$ cat config.mk
export PLATFORM = sky130hd
export DESIGN_NAME = conv_datapath
export DESIGN_NICKNAME = d
export VERILOG_FILES = /design/src/rtl/conv_datapath_pkg.sv /design/src/rtl/conv_datapath_sat_round.sv /design/src/rtl/conv_datapath.sv
export SDC_FILE = /design/constraint.sdc
export NUM_CORES = 1
export LEC_CHECK = 0
export CORE_ASPECT_RATIO = 0.7
export CORE_UTILIZATION = 54
export DETAILED_ROUTE_END_ITERATION = 8
export GPL_ROUTABILITY_DRIVEN = 0
export PLACE_DENSITY_LB_ADDON = 0.2
export SKIP_LAST_GASP = 1
export SLEW_MARGIN = 20
export SYNTH_ARGS = -nofsm -noshare
export SYNTH_HDL_FRONTEND = slang
export SYNTH_SLANG_ARGS = --single-unit
$ cat constraint.sdc
create_clock -name clk -period 6.24 [get_ports clk]
set_clock_uncertainty 0.05 [all_clocks]
set_input_delay 1.248 -clock clk [delete_from_list [all_inputs] [get_ports clk]]
set_output_delay 1.248 -clock clk [all_outputs]
set_load 0.02 [all_outputs]
$ cat src/rtl/conv_datapath_pkg.sv
// conv_datapath_pkg: shared widths and controller state encoding for the convolution datapath.
package conv_datapath_pkg;
  localparam int BYTE = 8;
  localparam int HALF_WORD = 16;
  localparam int ACC_W = 32;
  typedef enum logic [1:0] {IDLE, ACCUM, HOLD} state_e;
endpackage

$ cat src/rtl/conv_datapath_sat_round.sv
// sat_round: rounding arithmetic right shift of the accumulator, clipped to a signed byte.
module sat_round #(
  parameter int OUT_SHIFT = 0,
  parameter int ACC_W = 32
) (
  input  logic signed [ACC_W-1:0] acc_i,
  output logic signed [7:0]       res_o,
  output logic                    clip_o
);
  // one extra bit so the rounding add cannot wrap
  localparam logic signed [ACC_W:0] RND = (ACC_W+1)'((1 << OUT_SHIFT) >> 1);
  logic signed [ACC_W:0] r;
  assign r = ((ACC_W+1)'(acc_i) + RND) >>> OUT_SHIFT;
  assign clip_o = (r > 127) || (r < -128);
  assign res_o = r > 127 ? 8'sh7f : r < -128 ? 8'sh80 : r[7:0];
endmodule

$ cat src/rtl/conv_datapath.sv
// conv_datapath: bias-seeded MAC accumulator with rounding saturation and a one-cycle-latency write port.
module conv_datapath
  import conv_datapath_pkg::*;
#(
  parameter int BIAS_SHIFT = 0,
  parameter int OUT_SHIFT = 0
) (
  input  logic                        clk,
  input  logic                        reset,
  input  logic                        en_read,
  input  logic                        en_mac,
  input  logic                        s_convout,
  input  logic                        en_sat,
  input  logic                        en_write,
  input  logic                        pad,
  input  logic signed [BYTE-1:0]      s_data,
  input  logic signed [BYTE-1:0]      w_data,
  input  logic signed [BYTE-1:0]      b_data,
  input  logic [HALF_WORD-1:0]        save_addr,
  output logic                        wr_en,
  output logic [HALF_WORD-1:0]        wr_addr,
  output logic signed [BYTE-1:0]      wr_data,
  output logic                        busy,
  output logic                        sat_flag,
  output logic                        err_flag
);
  state_e state_q, state_d;
  logic signed [ACC_W-1:0] acc_q, acc_d;
  logic signed [BYTE-1:0] op_s_q, op_w_q, res_q, sat_res;
  logic [HALF_WORD-1:0] addr_q;
  logic signed [2*BYTE-1:0] prod;
  logic mac_seed, mac_add, do_sat, do_wr, err_set, clip;
  assign prod = (2*BYTE)'(op_s_q) * (2*BYTE)'(op_w_q);
  assign do_wr = en_write && state_q == HOLD;
  // a write in HOLD frees the accumulator, so a MAC in the same cycle starts a new window
  assign mac_seed = en_mac && (state_q == IDLE || do_wr);
  assign do_sat = en_sat && state_q == ACCUM;
  assign mac_add = en_mac && state_q == ACCUM && !en_sat;
  assign err_set = (en_mac && state_q == HOLD && !en_write) || (en_sat && state_q == IDLE)
                || (en_write && state_q != HOLD) || (do_sat && en_mac);
  assign acc_d = mac_seed ? (ACC_W'(b_data) <<< BIAS_SHIFT) + ACC_W'(prod)
               : mac_add ? acc_q + ACC_W'(prod) : acc_q;
  assign state_d = mac_seed ? ACCUM : do_sat ? HOLD : do_wr ? IDLE : state_q;
  assign busy = state_q != IDLE;
  sat_round #(.OUT_SHIFT(OUT_SHIFT), .ACC_W(ACC_W)) u_sat (
    .acc_i (acc_q),
    .res_o (sat_res),
    .clip_o(clip)
  );
  always_ff @(posedge clk or posedge reset) begin
    if (reset) begin
      state_q  <= IDLE;
      acc_q    <= '0;
      op_s_q   <= '0;
      op_w_q   <= '0;
      res_q    <= '0;
      addr_q   <= '0;
      wr_en    <= 1'b0;
      wr_data  <= '0;
      wr_addr  <= '0;
      sat_flag <= 1'b0;
      err_flag <= 1'b0;
    end else begin
      state_q  <= state_d;
      acc_q    <= acc_d;
      wr_en    <= do_wr;
      err_flag <= err_flag | err_set;
      if (en_read) begin
        op_s_q <= pad ? '0 : s_data;
        op_w_q <= w_data;
      end
      if (s_convout) addr_q <= save_addr;
      if (do_sat) begin
        res_q    <= sat_res;
        sat_flag <= sat_flag | clip;
      end
      if (do_wr) begin
        wr_data <= res_q;
        wr_addr <= addr_q;
      end
    end
  end
endmodule
# ---- Word level (Yosys, flattened, before mapping)
# Cells that the tools add are included.
dict set report word_totals {
  input_bits 48
  ff_bits 101
  output_inout_bits 28
}
dict set report op_classes {
  n_reduce_logical 21
  multipliers 1
  bitwise 2
  n_eq_ne 3
  mux 8
  n_addsub 2
  order_cmp 2
}
# op count
set op_table {}
lappend op_table {{32-bit 2-to-1 mux} 2}
lappend op_table {{32-bit by 16-bit adder with 32-bit output} 1}
lappend op_table {{32-bit by 8-bit > comparator with 1-bit output (second input constant)} 1}
lappend op_table {{32-bit by 8-bit < comparator with 1-bit output (second input constant)} 1}
lappend op_table {{8-bit 2-to-1 mux} 3}
lappend op_table {{8-bit by 16-bit adder with 17-bit output} 1}
lappend op_table {{8-bit by 8-bit multiplier with 16-bit output} 1}
lappend op_table {{1-bit logical AND} 10}
lappend op_table {{2-bit 2-to-1 mux} 3}
lappend op_table {{1-bit logical OR} 5}
lappend op_table {{2-bit nonzero test} 2}
lappend op_table {{3-bit nonzero test} 1}
lappend op_table {{2-bit by 1-bit == test with 1-bit output (second input constant)} 1}
lappend op_table {{2-bit == test (second input constant)} 1}
lappend op_table {{1-bit logical NOT} 2}
lappend op_table {{2-bit logical NOT} 1}
lappend op_table {{2-bit inequality test (second input constant)} 1}
lappend op_table {{1-bit bitwise OR} 2}

# ---- Logic depth before layout (Yosys ltp)
dict set report depth {
  word_depth 7
  mapped_depth 29
  depth_no_buf 29
}

# ---- By module
# From an unflattened synthesis, not the netlist that was laid out.
dict set report unflattened {
  cells_unflattened 965
  hier_area_um2 8808.4
}
# module n_inst area_per_inst_um2 seq_area_each_um2 cells_each
set modules_own_cells {}
lappend modules_own_cells {conv_datapath 1 8582.0 2527.4 931}
lappend modules_own_cells {sat_round 1 226.5 0.0 34}

# ---- Worst setup path after synthesis
# OpenSTA, ideal clock, no wires.
dict set report synth_path {
  path_type {reg-to-reg}
  startpoint {reg op_s_q[7]}
  endpoint {reg acc_q[31]}
  stages_incl_launch_ff 25
  t_required_ns 6.059
  arrival_ns 6.592
  path_buffers 1
  setup_slack_ns -0.533
  cell_sequence {dfrtp_1 and2_1 fa_1 inv_1 fa_1 inv_1 fa_1 inv_1 fa_1 inv_1 ha_1 and3_1 a21oi_1 a31oi_1 xnor2_1 ha_1 clkbuf_1 a21o_1 a21oi_1 a32oi_1 or3_4 a21oi_2 o21ai_1 a21oi_1 o221ai_2}
}
dict set report synth_via {
  elab_chain_len 4
}
# element line_no
set synth_lines {}
lappend synth_lines {{start, declared} conv_datapath.sv:29} ;# logic signed [BYTE-1:0] op_s_q, op_w_q, res_q, sat_res;
lappend synth_lines {{start signal, assigned} conv_datapath.sv:69} ;# op_s_q <= pad ? '0 : s_data;
lappend synth_lines {{8-bit by 8-bit multiplier with 16-bit output (*)} conv_datapath.sv:33} ;# assign prod = (2*BYTE)'(op_s_q) * (2*BYTE)'(op_w_q);
lappend synth_lines {{32-bit by 16-bit adder with 32-bit output} conv_datapath.sv:42} ;# : mac_add ? acc_q + ACC_W'(prod) : acc_q;
lappend synth_lines {{32-bit 2-to-1 mux} conv_datapath.sv:42}
lappend synth_lines {{32-bit 2-to-1 mux (*)} conv_datapath.sv:41} ;# assign acc_d = mac_seed ? (ACC_W'(b_data) <<< BIAS_SHIFT) + ACC_W'(prod)
lappend synth_lines {{end signal, assigned} conv_datapath.sv:53} ;# acc_q <= '0;
lappend synth_lines {{end signal, assigned} conv_datapath.sv:65} ;# acc_q <= acc_d;
lappend synth_lines {{end, declared} conv_datapath.sv:28} ;# logic signed [ACC_W-1:0] acc_q, acc_d;
# Every way passes the cells marked *; elsewhere a longest branch is shown, timed or not. The select of a mux whose other input is x is not followed.
# A chain may end at the register's enable or synchronous reset.

# ---- Final worst setup path
dict set report layout_path {
  startpoint {reg op_s_q[2]}
  endpoint {reg acc_q[29]}
}
# Same word-level chain as after synthesis.

==> impl_metrics.tcl <==
set metrics [dict create \
    regToRegStartpoint "op_s_q[2]$_DFFE_PP0P_" \
    avgSynthCellArea_um2 9.080 \
    post-route-util_pct 72.38 \
    synth_seq_cells 101 \
    yosysWarnings 0 \
    path_depth 25 \
    clk_path_buf_depth 2 \
    max_stage_delay_ns 0.53 \
    synth_top_family_by_area "adder cells" \
    htreeDepth 3 \
    root_buffer "clkbuf_16" \
    place_ws_ns -0.2792 \
    die_w_um 155.1 \
    grt_max_degree 66 \
    synthToLayoutAreaGrowth_pct 28.93 \
    path_clk_slew_ns 0.08 \
    postCtsHoldBufs 0 \
    synth-edff-count 0 \
    synth_most_common_cell "nand2_1" \
    grt.overflow.total 0 \
    status "complete, but fails checks" \
    dieHeight_um 109.2 \
    ant_nets 0 \
    synthSimpleGateAreaFrac_pct 15.23 \
    register_area_um2 2535 \
    antenna_found_initial 0 \
    cp-startpoint "op_s_q[2]$_DFFE_PP0P_" \
    core_um2 15790 \
    synth_compound_area_share_pct 17.58 \
    cts.sinks 101 \
    routed_wl_mm 21.90 \
    synth_area_leaders "dfrtp_1 (29%), fa_1 (13%), ha_1 (11%)" \
    worst-path-max-fanout 6 \
    ys_types 64 \
    drive_above_1_share_pct 22.30 \
    core.rowCount 38 \
    hold_viol 0 \
    max-slew-margin-rel_pct 34.12 \
    finalCritPeriodShare_pct 100.7 \
    synth_xor_area_share_pct 5.633 \
    io_pins 76 \
    finalSetupViolations 2 \
    rsz0062_at_grt "true" \
    path_class "reg2reg" \
    cts_tree "built" \
    finalCriticalPeriod_ns 6.283 \
    route.vias.total 7716 \
    cap_violations 0 \
    synth_area_leader_cell "dfrtp_1" \
    initial_core_util_pct 56.14 \
    viasPerCell 5.640 \
    critPathBufInv 5 \
    synth_top_area_share_pct 28.52 \
    final_nets 1325 \
    critPathCaptureType "flop" \
    arrival_ns 6.44 \
    grt_pass1_vias 7218 \
    dp_hpwl_mm 16.16 \
    wl_per_cell_um 16.01 \
    critPathLaunchType "flop" \
    nFillCells 1177 \
    max_freq_mhz 159.2 \
    reg2reg_to "acc_q[29]$_DFFE_PP0P_" \
    dominantRegCellSynth "dfrtp_1" \
    netlist_area_um2 8862 \
    cp_common_cell "fa_1" \
    drt_iter0_drc 599 \
    diodes 0 \
    numCtsBuffers 9 \
    synthCells 976 \
    async_flop_share_pct 100.0 \
    r2r_cells 25 \
    insertion_delay_ns 0.36 \
    grt_use_total_pct 26.74 \
    fin_ws_ns -0.04252 \
    drc 0 \
    slew_violations 0 \
    synth_fa_ha_area_share_pct 23.61 \
    yosysSeqAreaShare_pct 28.52 \
    worstMarginPinSlew_ns 0.9882 \
    syn_nets 1157 \
    crit_required_ns 6.40 \
    firstDrtPassIters 5 \
    multiInputGateArea_um2 6275 \
    crit_family "adder cells" \
    synth.top_cells.by_count "nand2_1 (134), inv_1 (118), dfrtp_1 (101)" \
    violations "setup timing" \
    cp_slowest_cell "fa_1" \
    tns_ns -0.04936 \
    worst-r2r-setup-slack_ns -0.04 \
    hold_class "reg2reg" \
    portBuffers 75 \
    die_area_um2 16940 \
    synth_mux_area_share_pct 3.290 \
    grt_pass1_wl_mm 35.65 \
    endpoint "acc_q[29]$_DFFE_PP0P_" \
]
routing by layer:
layer  vias to the layer above  routed length (µm)  track usage [%]
met5                         -                   0                0
met4                         0                 283            6.153
met3                        32                1529            4.571
met2                       268                9480            40.12
met1                      3745               10600            40.10
li1                       3671                   -                -
final cells by class:
| cell class | instances | area share [%] |
|---|---|---|
| repair buffers | 183 | 14.12 |
| inverters | 119 | 3.931 |
| clock inverters | 6 | 0.4709 |
| multi-input cells | 730 | 54.92 |
| clock buffers | 9 | 1.971 |
| well taps | 220 | 2.409 |
| flip-flops and latches | 101 | 22.19 |
tightest hold or removal path, stage by stage (launching register included):
cell     delay, ns
dfrtp_1       0.34
nand2_1       0.05
nand2_1       0.05
what timing repair did:
action                                  4_1_cts  5_1_grt
endpoints found under the setup margin       11       17
buffers inserted                             10        8
resized for setup                            43       46
pin swaps                                    33       26
cells by family (layout without fill, tap and decap cells):
family | after synthesis | in the layout
flops | 101 | 101
mux | 26 | 26
simple gates | 275 | 275
buf+inv | 145 | 317
compound gates | 239 | 239
fa+ha+maj | 133 | 133
xor+xnor | 57 | 57
layout by cell type, fill, tap and decap left out, types with 5 or more instances in the layout:
cell	count
dfrtp_1	95
buf_4	100
a21oi_1	61
a21oi_2	15
xnor2_1	35
o21ai_2	5
and2_4	9
inv_1	110
a21o_1	28
nor2_1	21
fa_1	56
buf_6	5
nand3_1	9
mux2_2	25
xor2_1	17
ha_1	50
clkbuf_16	9
nand4_1	13
nand2_1	131
o211ai_1	16
o22ai_1	12
nor3_1	5
ha_2	9
ha_4	17
o21bai_1	13
dfrtp_2	6
inv_2	8
clkdlybuf4s50_1	75
nor2b_1	10
and2_1	39
o21ai_1	24
o21ai_0	25
nor4_1	5
through the flow:
stage	cell area, µm²	std cells	hold slack (ns)
finish	11430	1368	0.4121
global route	11430	1368	0.4374
CTS	11130	1360	0.4118
detailed placement	10550	1335	0.4004
global placement	10550	1335	0.3906
floorplan	8922	976	0.3831
worst min path at each step:
stage	startpoint	end	cells after the start	slack [ns]
after detailed placement	addr_q[7]$_DFFE_PP0P_	wr_addr[7]$_DFFE_PP0P_	2	0.40
after global routing	addr_q[13]$_DFFE_PP0P_	wr_addr[13]$_DFFE_PP0P_	2	0.44
after floorplan	res_q[7]$_DFFE_PP0P_	wr_data[7]$_DFFE_PP0P_	2	0.38
after CTS	addr_q[7]$_DFFE_PP0P_	wr_addr[7]$_DFFE_PP0P_	2	0.41
after global placement	addr_q[14]$_DFFE_PP0P_	wr_addr[14]$_DFFE_PP0P_	2	0.39
final	addr_q[7]$_DFFE_PP0P_	wr_addr[7]$_DFFE_PP0P_	2	0.41
sequential cells by signal (all words and copies together) (netlist names):
name,flops
acc_q,32
addr_q,16
err_flag,1
op_s_q,8
op_w_q,8
res_q,8
sat_flag,1
state_q,2
wr_addr,16
wr_data,8
wr_en,1
Power is left out: the tool's default activity adds up to more than one toggle a clock period on the data nets, which glitch-free logic cannot reach.
